<file path="src/rtl/fdiv_pkg.sv">
// Shared types and default widths for the clock-enable divider controller.
// No logic; imported by fdiv_ctrl and fdiv_cnt.
package fdiv_pkg;

  localparam int W_DIV_DEF = 4;
  localparam int W_CNT_DEF = 8;

  typedef enum logic [1:0] {
    IDLE = 2'd0,
    RUN  = 2'd1,
    DONE = 2'd2
  } state_t;

endpackage

</file>
<file path="src/rtl/fdiv_cnt.sv">
// Prescale counter 0..div-1 with sync clear and enable; tc is decoded from registers.
// Zero latency on tc; no backpressure, the count advances on every enabled edge.
module fdiv_cnt #(
  parameter int W = 4
) (
  input  logic         clk,
  input  logic         rst_b,
  input  logic         clr,
  input  logic         en,
  input  logic [W-1:0] div,
  output logic         tc
);

  logic [W-1:0] pcnt;

  // div is held at 1 or more by the controller, so div-1 never wraps.
  assign tc = (pcnt == div - W'(1));

  always_ff @(posedge clk) begin
    if (!rst_b) begin
      pcnt <= '0;
    end else if (clr) begin
      pcnt <= '0;
    end else if (en) begin
      pcnt <= tc ? '0 : pcnt + W'(1);
    end
  end

endmodule

</file>
<file path="src/rtl/fdiv_ctrl.sv">
// Burst clock-enable generator: tick every div cycles while running, done after cnt ticks.
// Config handshake accepted only in IDLE; outputs are register decodes, no backpressure on tick.
module fdiv_ctrl
  import fdiv_pkg::*;
#(
  parameter int W_DIV = W_DIV_DEF,
  parameter int W_CNT = W_CNT_DEF
) (
  input  logic             clk,
  input  logic             rst_b,
  input  logic             cfg_vld,
  output logic             cfg_rdy,
  input  logic [W_DIV-1:0] cfg_div,
  input  logic [W_CNT-1:0] cfg_cnt,
  input  logic             start,
  input  logic             stop,
  output logic             tick,
  output logic             busy,
  output logic             done
);

  state_t           state, state_nxt;
  logic [W_DIV-1:0] div_q;
  logic [W_DIV-1:0] cfg_div_eff;
  logic [W_CNT-1:0] burst_q;
  logic [W_CNT-1:0] rem_q;
  logic             cfg_acc;
  logic             run_go;
  logic             tc;
  logic             cnt_tick;
  logic             last_tick;

  assign cfg_rdy     = (state == IDLE);
  assign busy        = (state != IDLE);
  assign done        = (state == DONE);
  assign tick        = (state == RUN) && tc;

  assign cfg_acc     = cfg_vld && cfg_rdy;
  assign cfg_div_eff = (cfg_div == '0) ? W_DIV'(1) : cfg_div;
  assign run_go      = (state == IDLE) && start && !stop;

  // A tick coinciding with stop is emitted but does not count toward the burst.
  assign cnt_tick    = tick && !stop && (burst_q != '0);
  assign last_tick   = cnt_tick && (rem_q == W_CNT'(1));

  fdiv_cnt #(
    .W (W_DIV)
  ) u_cnt (
    .clk   (clk),
    .rst_b (rst_b),
    .clr   ((state != RUN) || stop),
    .en    (state == RUN),
    .div   (div_q),
    .tc    (tc)
  );

  always_ff @(posedge clk) begin
    if (!rst_b) begin
      state <= IDLE;
    end else begin
      state <= state_nxt;
    end
  end

  always_comb begin
    state_nxt = state;
    case (state)
      IDLE: if (run_go) state_nxt = RUN;
      RUN: begin
        if (stop) begin
          state_nxt = IDLE;
        end else if (last_tick) begin
          state_nxt = DONE;
        end
      end
      DONE:    state_nxt = IDLE;
      default: state_nxt = IDLE;
    endcase
  end

  always_ff @(posedge clk) begin
    if (!rst_b) begin
      div_q   <= W_DIV'(1);
      burst_q <= '0;
      rem_q   <= '0;
    end else begin
      if (cfg_acc) begin
        div_q   <= cfg_div_eff;
        burst_q <= cfg_cnt;
      end
      // A config offered alongside start is the one this run uses.
      if (run_go) begin
        rem_q <= cfg_acc ? cfg_cnt : burst_q;
      end else if (cnt_tick && (rem_q != '0)) begin
        rem_q <= rem_q - W_CNT'(1);
      end
    end
  end

endmodule

</file>
<file path="config.mk">
export PLATFORM = sky130hd
export DESIGN_NAME = fdiv_ctrl
export DESIGN_NICKNAME = d
export VERILOG_FILES = /design/src/rtl/fdiv_pkg.sv /design/src/rtl/fdiv_cnt.sv /design/src/rtl/fdiv_ctrl.sv
export SDC_FILE = /design/constraint.sdc
export NUM_CORES = 1
export LEC_CHECK = 0
export BUFFER_PORTS_ARGS = -buffer_cell sky130_fd_sc_hd__buf_2
export CORE_ASPECT_RATIO = 0.7
export CORE_MARGIN = 2
export CORE_UTILIZATION = 25
export DETAILED_ROUTE_END_ITERATION = 10
export PLACE_DENSITY_LB_ADDON = 0.25
export SYNTH_ARGS = -nofsm -noshare
export SYNTH_HDL_FRONTEND = slang
export SYNTH_SLANG_ARGS = --single-unit
</file>
<file path="constraint.sdc">
create_clock -name clk -period 3.1 [get_ports clk]
set_clock_uncertainty 0.05 [all_clocks]
set_input_delay 0.31 -clock clk [delete_from_list [all_inputs] [get_ports clk]]
set_output_delay 0.31 -clock clk [all_outputs]
set_load 0.005 [all_outputs]
</file>
==> results.yml, run 1 <==
placed_design:
  io_buffers: 20
  gp_congestion: 0.8112
  dp.cells: 241
  dpl_cell_area_sq_um: 1545
  dp_hpwl_microns: 2303
timing:
  rsz0062_at_grt: "no"
  slew_viol_final: 0
  setup_tns_ns: 0
  max_clock_freq_ghz: 0.4166
  tightest_slew_ns: 0.5470
  slew_headroom_pct: 63.37
  fin_crit_ns: 2.401
  finalSetupViolCount: 0
  hold_viol_final: 0
  finalCritPeriodShare_pct: 77.44
hold_path:
  hold_path.class: "in -> reg"
layout:
  area_growth_pct: 17.12
  nets: 196
  drive_gt1_share_pct: 22.54
  final_cell_mix: "26 x dfxtp_1, 20 x nand2_1, 20 x buf_2"
  stdcell_count: 245
  finish.utilization_pct: 30.44
  final_common_cell: "dfxtp_1"
  num_antenna_cells: 0
  fillCellCount: 551
  final_area_sq_um: 1600
route:
  wl_met3_microns: 143
  wl_met2_microns: 1114
  drt_pass1_iterations: 4
  wl_microns: 3031
  num_vias: 1093
  wl_per_cell_microns: 12.37
  drt-initial-drc-count: 42
  viasPerCell: 4.461
  highest_layer: "met4"
  drc: 0
  wl_met1_microns: 1737
  antenna_left: 0
cts:
  h-tree-depth: 1
  ctsResizeCount: 0
  cts_num_sinks: 26
  clkLatencyLatePin_ns: 0.27
  hold_buffers: 0
  clkTransAtPathRegs_ns: 0.09
  clockBufferDepth: 2
  numCtsBuffers: 3
  cts_setup_buffers: 0
  cts_tree: "yes"
  root_buffer: "clkbuf_8"
power:
  p_total_uw: 727.9
  ir_drop_mv: 0.2228
  p_leak_uw: 0.0006395
  powerDensity_nw_per_um2: 454.8
logic_synthesis:
  synth_cells: 151
  yosys_most_used_dff: "dfxtp_1"
  synth.net_count: 173
  synth_area_leaders: "dfxtp_1 38%, nand2_1 5.5%, ha_1 4.6%, nor2_1 4.1%, mux2i_1 3.7%"
  postSynthRegisterBits: 26
  ys_seq_area_share_pct: 38.10
  synth_area_per_cell_sq_um: 9.048
  synth_area_leader_cell: "dfxtp_1"
  synth_top_area_share_pct: 38.10
  synth_cell_types: 41
  async_flop_share_pct: 0
  synth_edf_count: 0
  synth_warnings: 0
  syn_area_sq_um: 1366
setup_path:
  worstPathArrival_ns: 2.53
  crit_required_ns: 3.22
  worstSetupPathType: "reg -> reg"
  slowest_stage: "dfxtp_1"
  critPathMaxFanout: 17
  crit_chain: "inv_1, ha_1, xnor2_1, nor3_2, nor4bb_2, buf_4, mux2_4, o221a_1"
  critPathLaunchType: "flop"
  crit_family: "simple AND/OR/NAND/NOR gates"
  crit_path_end_kind: "flop"
  max_stage_delay_ns: 0.39
  path_buf_inv: 2
floorplanning:
  num_rows: 22
  core_sq_um: 5258
  start_util_pct: 25.99
  die_w_microns: 92.36
  die_h_microns: 65.85
  dieArea_sq_um: 6082
  pin_count: 21
grt:
  grt_pass1_wl_microns: 5064
  grt_max_degree: 18
  overflow: 0
  grt.total_usage_pct: 10.82
  antenna_found_initial: 0
  grt_pass1_vias: 994
job:
  max-cap-violations: 0
status:
  status: "finished, final reports clean"
==> tightest hold or removal path: cells and delay by family <==
family,cells,cell delay [ns]
compound gates,1,0.05
buf+inv,1,0.10
simple gates,1,0.05
==> synthesized netlist by cell type, types with 2 or more instances <==
cell type,count
dfxtp_1,26
nand2_1,20
nor2_1,15
a21oi_1,8
inv_1,6
nand3_1,6
nor3_1,6
ha_1,5
mux2i_1,5
xnor2_1,5
a31oi_1,4
nand3b_1,3
xor2_1,3
and3_1,2
buf_6,2
mux2_4,2
nand4_1,2
nor2b_1,2
nor3b_1,2
nor3b_2,2
nor4_1,2
o21ai_0,2
o221a_1,2
or4_4,2
==> power by group <==
part | switching, uW | total, uW | internal [uW]
sequential | 16.1 | 368 | 352
combinational | 73.4 | 138 | 64.1
clock | 109 | 222 | 114
total | 198 | 728 | 530
==> sequential cells by signal, indices dropped and copies added, names as in the netlist <==
name / count
state: 2
burst_q: 8
div_q: 4
rem_q: 8
u_cnt.pcnt: 4
==> per-stage QoR <==
step / worst slack (ns) / hold WS, ns
6_report: 0.6994 / 0.2301
5_1_grt: 0.6194 / 0.2316
4_1_cts: 0.7084 / 0.2240
3_3_place_gp: 0.7789 / 0.4110
2_1_floorplan: 0.9348 / 0.3489
3_5_place_dp: 0.7179 / 0.4168
==> metal layers <==
| layer | global-route usage (%) | vias to the layer above |
|---|---|---|
| met5 | 0 | - |
| met3 | 3.193 | 5 |
| met2 | 14.32 | 18 |
| met1 | 16.37 | 491 |
| li1 | - | 579 |
| met4 | 3.358 | 0 |
==> final cells by class <==
| type | instances | area [sq um] | share of cell area [%] |
|---|---|---|---|
| Multi-Input combinational cell | 114 | 793.3 | 49.57 |
| Tap cell | 72 | 90.09 | 5.629 |
| Clock buffer | 4 | 55.05 | 3.440 |
| Inverter | 7 | 26.28 | 1.642 |
| Timing Repair Buffer | 22 | 115.1 | 7.193 |
| Sequential cell | 26 | 520.5 | 32.53 |
==> logic make-up after synthesis <==
group | count (synthesis) | synth area share, %
and+or+nand+nor | 69 | 27.20
DFF | 26 | 38.10
AOI/OAI and AO/OA | 23 | 12.36
buffers and inverters | 11 | 4.211
xor gates and xnor gates | 9 | 6.868
muxes | 8 | 6.685
adders and majority gates | 5 | 4.579
==> worst paths after layout <==
path / from / end / slack [ns] / cells after the start
worst max-delay path: div_q[0]$_SDFFE_PN1P_ / rem_q[5]$_SDFFE_PN0P_ / 0.70 / 8
worst min register to register: div_q[3]$_SDFFE_PN0P_ / div_q[3]$_SDFFE_PN0P_ / 0.42 / 2
worst max register to register: div_q[0]$_SDFFE_PN1P_ / rem_q[5]$_SDFFE_PN0P_ / 0.70 / 8
worst min-delay path: cfg_div[2] / div_q[2]$_SDFFE_PN0P_ / 0.23 / 3
Note: power is estimated with default switching activity, not from simulation.
==> run 2, diff against run 1 <==
Clock period 3.1 ns to 2 ns, I/O delays scaled along.
==> run 2 against run 1 <==
Against the previous run:
- the run now ends with negative setup slack left
- routed wire length is 13% higher
- design area is 14% higher
- worst hold slack worse by 0.11 ns
- first-iteration DRC count is 31% higher
- global-route usage is 1.3 points higher
- die area stayed put
- cell count is 9.0% higher
- largest power group unchanged
==> results.yml, run 2 (synthesized netlist as in run 1, its figures left out) <==
timing:
  tightest_slew_ns: 0.4693
  slew_headroom_pct: 68.64
  rsz0062_at_grt: "yes"
  finalSetupViolCount: 3
  finalCritPeriodShare_pct: 102.1
  timing.hold.ws_ns: 0.1192
  fin_crit_ns: 2.042
  slew_viol_final: 0
  hold_viol_final: 0
  setup_ws_ns: -0.04234
  max_clock_freq_ghz: 0.4896
grt:
  grt.busiest_layer: "met1"
  grt_pass1_wl_microns: 5575
  overflow: 0
  grt_max_degree: 18
  grt_pass1_vias: 1074
  grt.total_usage_pct: 12.12
  met1_usage_pct: 18.82
  antenna_found_initial: 0
  grtUsageMet3_pct: 3.307
  grt_use_met2_pct: 16.42
floorplanning:
  pin_count: 21
  die_h_microns: 65.85
  dieArea_sq_um: 6082
  die_w_microns: 92.36
  num_rows: 22
  core_sq_um: 5258
  start_util_pct: 25.99
setup_path:
  crit_required_ns: 2.13
  crit_path_end_kind: "flop"
  worstSetupPathType: "reg -> reg"
  worstPathArrival_ns: 2.18
  critPathLaunchType: "flop"
  critPathMaxFanout: 4
layout:
  final_cell_mix: "24 x buf_4, 23 x dfxtp_1, 20 x nand2_1"
  num_antenna_cells: 0
  area_growth_pct: 33.61
  finish.utilization_pct: 34.72
  drive_gt1_share_pct: 34.87
  reg.largest.list: "burst_q x8, rem_q x8"
  nets: 218
  ff_latch_area_sq_um: 524.3
  multi_input_area_sq_um: 827.0
  stdcell_count: 267
  fillCellCount: 546
  final_common_cell: "buf_4"
cts:
  clkLatencyLatePin_ns: 0.28
  numCtsBuffers: 3
  clkTransAtPathRegs_ns: 0.11
  root_buffer: "clkbuf_8"
  cts_num_sinks: 26
  clockBufferDepth: 2
  cts_tree: "yes"
  h-tree-depth: 1
  hold_buffers: 0
route:
  drt-initial-drc-count: 55
  num_vias: 1151
  viasPerCell: 4.311
  antenna_left: 0
  drt_pass1_iterations: 4
  drc: 0
  wl_microns: 3435
  wl_per_cell_microns: 12.87
power:
  power.share.clock_pct: 34.7
  switchingPower_uw: 334.7
  intPower_uw: 955.1
  power.share.switching_pct: 25.95
  comb_power_share_pct: 21.4
  p_leak_uw: 0.0007774
  ir_drop_mv: 0.3103
  p_total_uw: 1290
  powerDensity_nw_per_um2: 706.5
  seqPwrFrac_pct: 43.9
placed_design:
  dp_slack_ns: -0.1084
  dp.cells: 260
  dp_hpwl_microns: 2585
  gp_congestion: 0.7507
  io_buffers: 20
status:
  violations: "negative setup slack"
  status: "complete, but fails checks"
hold_path:
  hold_path.class: "in -> reg"
job:
  max-cap-violations: 0
-- run 2: per-stage QoR --
step / TNS [ns] / area, sq um
after floorplan: -0.03058 / 1371
after global placement: -0.04840 / 1693
after detailed placement: -0.2136 / 1693
after CTS: -0.03174 / 1812
after global routing: -0.5226 / 1826
final: -0.07792 / 1826
-- run 2: repair_timing --
item	in CTS	in global routing
pin swaps	2	2
setup endpoints to repair	5	7
buffers inserted	4	0
resized for setup	2	4
-- run 2: layer usage --
layer	share of wire (%)	wire, microns
met1	57	1967
met2	36	1239
met3	5.7	197
met4	0.84	29
met5	0	0
-- run 2: critical path, stage by stage, from the launching register on --
cell and delay [ns]:
dfxtp_2 0.34, inv_2 0.05, ha_4 0.24, xnor2_2 0.13, nor3_2 0.23, nor4bb_4 0.23, buf_4 0.18, mux2_4 0.30
o221a_1 0.22
-- run 2: power by group through the flow --
stage | Clock, uW | Combinational (uW) | Sequential (uW)
after floorplan | 0 | 157 | 576
after global placement | 0 | 247 | 578
after detailed placement | 0 | 248 | 577
after CTS | 461 | 273 | 566
after global routing | 485 | 305 | 571
final | 447 | 276 | 566
-- run 2: worst paths after layout --
check	cells past startpoint	start	endpoint	slack, ns
hold reg to reg	2	div_q[3]$_SDFFE_PN0P_	div_q[3]$_SDFFE_PN0P_	0.44
setup / recovery	8	div_q[0]$_SDFFE_PN1P_	rem_q[4]$_SDFFE_PN0P_	-0.04
hold / removal	3	cfg_cnt[7]	burst_q[7]$_SDFF_PN0_	0.12
setup reg to reg	8	div_q[0]$_SDFFE_PN1P_	rem_q[4]$_SDFFE_PN0P_	-0.04
-- run 2: final cells by class --
cell class	instances	share of cell area, %
repair buffers	44	15.70
well taps	72	4.935
clock buffers	3	2.262
flip-flops and latches	26	28.72
multi-input cells	114	45.31
inverters	7	1.439
clock inverters	1	1.645
==> run 3, diff against run 2 <==
Settings changed: SETUP_SLACK_MARGIN from default to 0.2, SLEW_MARGIN from default to 20, SYNTH_HIERARCHICAL from default to 1.
==> run 3 against run 2 <==
Against the previous run:
- synthesized cell count up 4.6%
- power is 10% lower
- combinational power grew 5%
- maximum frequency fell by 5.1%
- count of clock-buffer cells in the layout did not move
- clock power fell by 33%
- largest cell class unchanged
- largest power group unchanged
- non-clock buffer count shrank 4
- critical path depth rose by 1
- routed wire length is 4.8% higher
- the flow still finishes with violations (negative setup slack)
==> results.yml, run 3 <==
status:
  status: "complete, but fails checks"
  violations: "negative setup slack"
timing:
  finalCritPeriodShare_pct: 107.6
  slew_headroom_pct: 56.52
  hold_viol_final: 0
  fin_crit_ns: 2.152
  setup_ws_ns: -0.1518
  max_clock_freq_ghz: 0.4647
  setup_tns_ns: -0.7413
  tightest_slew_ns: 0.6505
  finalSetupViolCount: 9
  rsz0062_at_grt: "yes"
  slew_viol_final: 0
route:
  viasPerCell: 4.633
  wl_per_cell_microns: 13.33
  num_vias: 1251
  drt-initial-drc-count: 58
  drt_pass1_iterations: 4
  wl_microns: 3600
  antenna_left: 0
  drc: 0
setup_path:
  r2r-end: "rem_q[5]$_SDFFE_PN0P_"
  worstPathArrival_ns: 2.27
  critPathMaxFanout: 2
  worstSetupPathType: "reg -> reg"
  critPathLaunchType: "flop"
  r2r_start: "div_q[0]$_SDFFE_PN1N_"
  crit_required_ns: 2.12
  reg2reg_depth: 9
  reg2reg_slack_ns: -0.15
  crit_path_end_kind: "flop"
floorplanning:
  start_util_pct: 25.60
  die_w_microns: 94.84
  dieArea_sq_um: 6409
  die_h_microns: 67.59
  pin_count: 21
  num_rows: 23
  core_sq_um: 5640
layout:
  num_antenna_cells: 0
  nets: 218
  finish.utilization_pct: 33.83
  reg.largest.list: "burst_q x8, rem_q x8"
  final_common_cell: "dfxtp_1"
  drive_gt1_share_pct: 36.41
  area_growth_pct: 32.15
  final_cell_mix: "23 x dfxtp_1, 19 x nor2_1, 19 x buf_2"
placed_design:
  dp_slack_ns: -0.2440
  io_buffers: 20
  dp_hpwl_microns: 2647
  gp_congestion: 0.7886
logic_synthesis:
  ys_seq_area_share_pct: 36.05
  synth_area_leaders: "dfxtp_1 36%, mux2i_1 7.6%, nor2_1 5.2%, nor3_1 3.8%, ha_1 3.5%"
  synth_common_cells: "26 x dfxtp_1, 20 x nor2_1, 11 x mux2i_1, 11 x nor3_1, 9 x nand2_1"
  syn_area_sq_um: 1444
  synth_cells: 158
  synth_edf_count: 0
  synth.net_count: 179
  synth_cell_types: 50
  synth_warnings: 6
  synth_top_area_share_pct: 36.05
  synth_area_leader_cell: "dfxtp_1"
  synth.most_common_cell: "dfxtp_1"
  yosys_most_used_dff: "dfxtp_1"
  synth_area_per_cell_sq_um: 9.139
  async_flop_share_pct: 0
  postSynthRegisterBits: 26
cts:
  clockBufferDepth: 2
  cts_tree: "yes"
  h-tree-depth: 1
  hold_buffers: 0
  cts_num_sinks: 26
  clkTransAtPathRegs_ns: 0.09
  numCtsBuffers: 3
  root_buffer: "clkbuf_8"
  clkLatencyLatePin_ns: 0.27
grt:
  overflow: 0
  antenna_found_initial: 0
  grt_pass1_wl_microns: 5809
  grt.total_usage_pct: 11.74
  grt_pass1_vias: 1155
  grt_max_degree: 15
power:
  ir_drop_mv: 0.2848
  powerDensity_nw_per_um2: 608.5
  p_leak_uw: 0.0007848
hold_path:
  hold_path_depth: 3
  hold_path.class: "in -> reg"
  hold_start: "cfg_div[3]"
  hold-path-endpoint: "div_q[3]$_SDFFE_PN0N_"
job:
  max-cap-violations: 0
-- run 3: cell count changes after synthesis, sizes merged, moves of 4 or more --
cell    before  now
nor3         7   12
nand2b       0    5
mux2i        5   11
a21oi        8    4
nand2       20    9
nor2        15   20
-- run 3: cell families after synthesis --
| kind of cell | share of synthesized area [%] |
|---|---|
| mux | 7.626 |
| xor+xnor | 5.199 |
| fa+ha+maj | 3.466 |
| simple gates | 28.42 |
| buf+inv | 4.593 |
| compound gates | 14.65 |
| flops | 36.05 |
-- run 3: worst max-delay path, cell delays in order (launching register included) --
cell	delay [ns]
dfxtp_2	0.34
inv_2	0.04
ha_4	0.25
xor2_1	0.16
nand3_2	0.10
nor2_2	0.11
and4bb_4	0.28
o2111ai_4	0.10
or3_1	0.37
a211o_1	0.25
-- run 3: timing repair --
action | CTS | global route
pin swaps | 14 | 2
setup buffers | 3 | 1
gates resized for setup | 24 | 2
endpoints found under the setup margin | 11 | 12
-- run 3: metal layers --
metal / GRT usage (%) / wire [microns] / share of wire, %
met3: 3.348 / 183 / 5.1
met2: 17.38 / 1496 / 42
met5: 0 / 0 / 0
met1: 17.60 / 1913 / 53
met4: 0.5435 / 7 / 0.19
-- run 3: how the worst max path moves through the flow --
stage | start | endpoint | slack [ns] | cells after the start
2_1_floorplan | div_q[0]$_SDFFE_PN1N_ | rem_q[5]$_SDFFE_PN0P_ | -0.19 | 9
5_1_grt | div_q[0]$_SDFFE_PN1N_ | rem_q[5]$_SDFFE_PN0P_ | -0.25 | 9
6_report | div_q[0]$_SDFFE_PN1N_ | rem_q[5]$_SDFFE_PN0P_ | -0.15 | 9
4_1_cts | div_q[0]$_SDFFE_PN1N_ | rem_q[5]$_SDFFE_PN0P_ | -0.16 | 9
3_5_place_dp | div_q[1]$_SDFFE_PN0N_ | rem_q[5]$_SDFFE_PN0P_ | -0.24 | 9
3_3_place_gp | div_q[1]$_SDFFE_PN0N_ | rem_q[5]$_SDFFE_PN0P_ | -0.21 | 9
-- run 3: stage by stage --
stage,instances,cell area (sq um),total power [uW],hold WS [ns]
CTS,269,1894,1168,0.1287
floorplan,158,1445,735.5,0.2972
finish,270,1908,1161,0.1309
global placement,263,1723,832.5,0.4108
global route,270,1908,1230,0.1460
detailed placement,263,1723,830.0,0.4211
-- run 3: layout make-up --
cell class / count / area (sq um)
sequential: 26 / 524.3
tap: 75 / 93.84
multi-input combinational: 118 / 943.4
clock buffer: 3 / 41.29
fill: 619 / 3732
timing repair buffer: 40 / 275.3
inverter: 8 / 30.03
-- run 3: power by group --
| part | switching (uW) | leakage, uW | total (uW) | internal, uW |
|---|---|---|---|---|
| clock network | 165 | 0.0000216 | 301 | 135 |
| registers | 26.3 | 0.000213 | 571 | 544 |
| logic | 150 | 0.000550 | 290 | 140 |
| total | 341 | 0.000785 | 1160 | 820 |
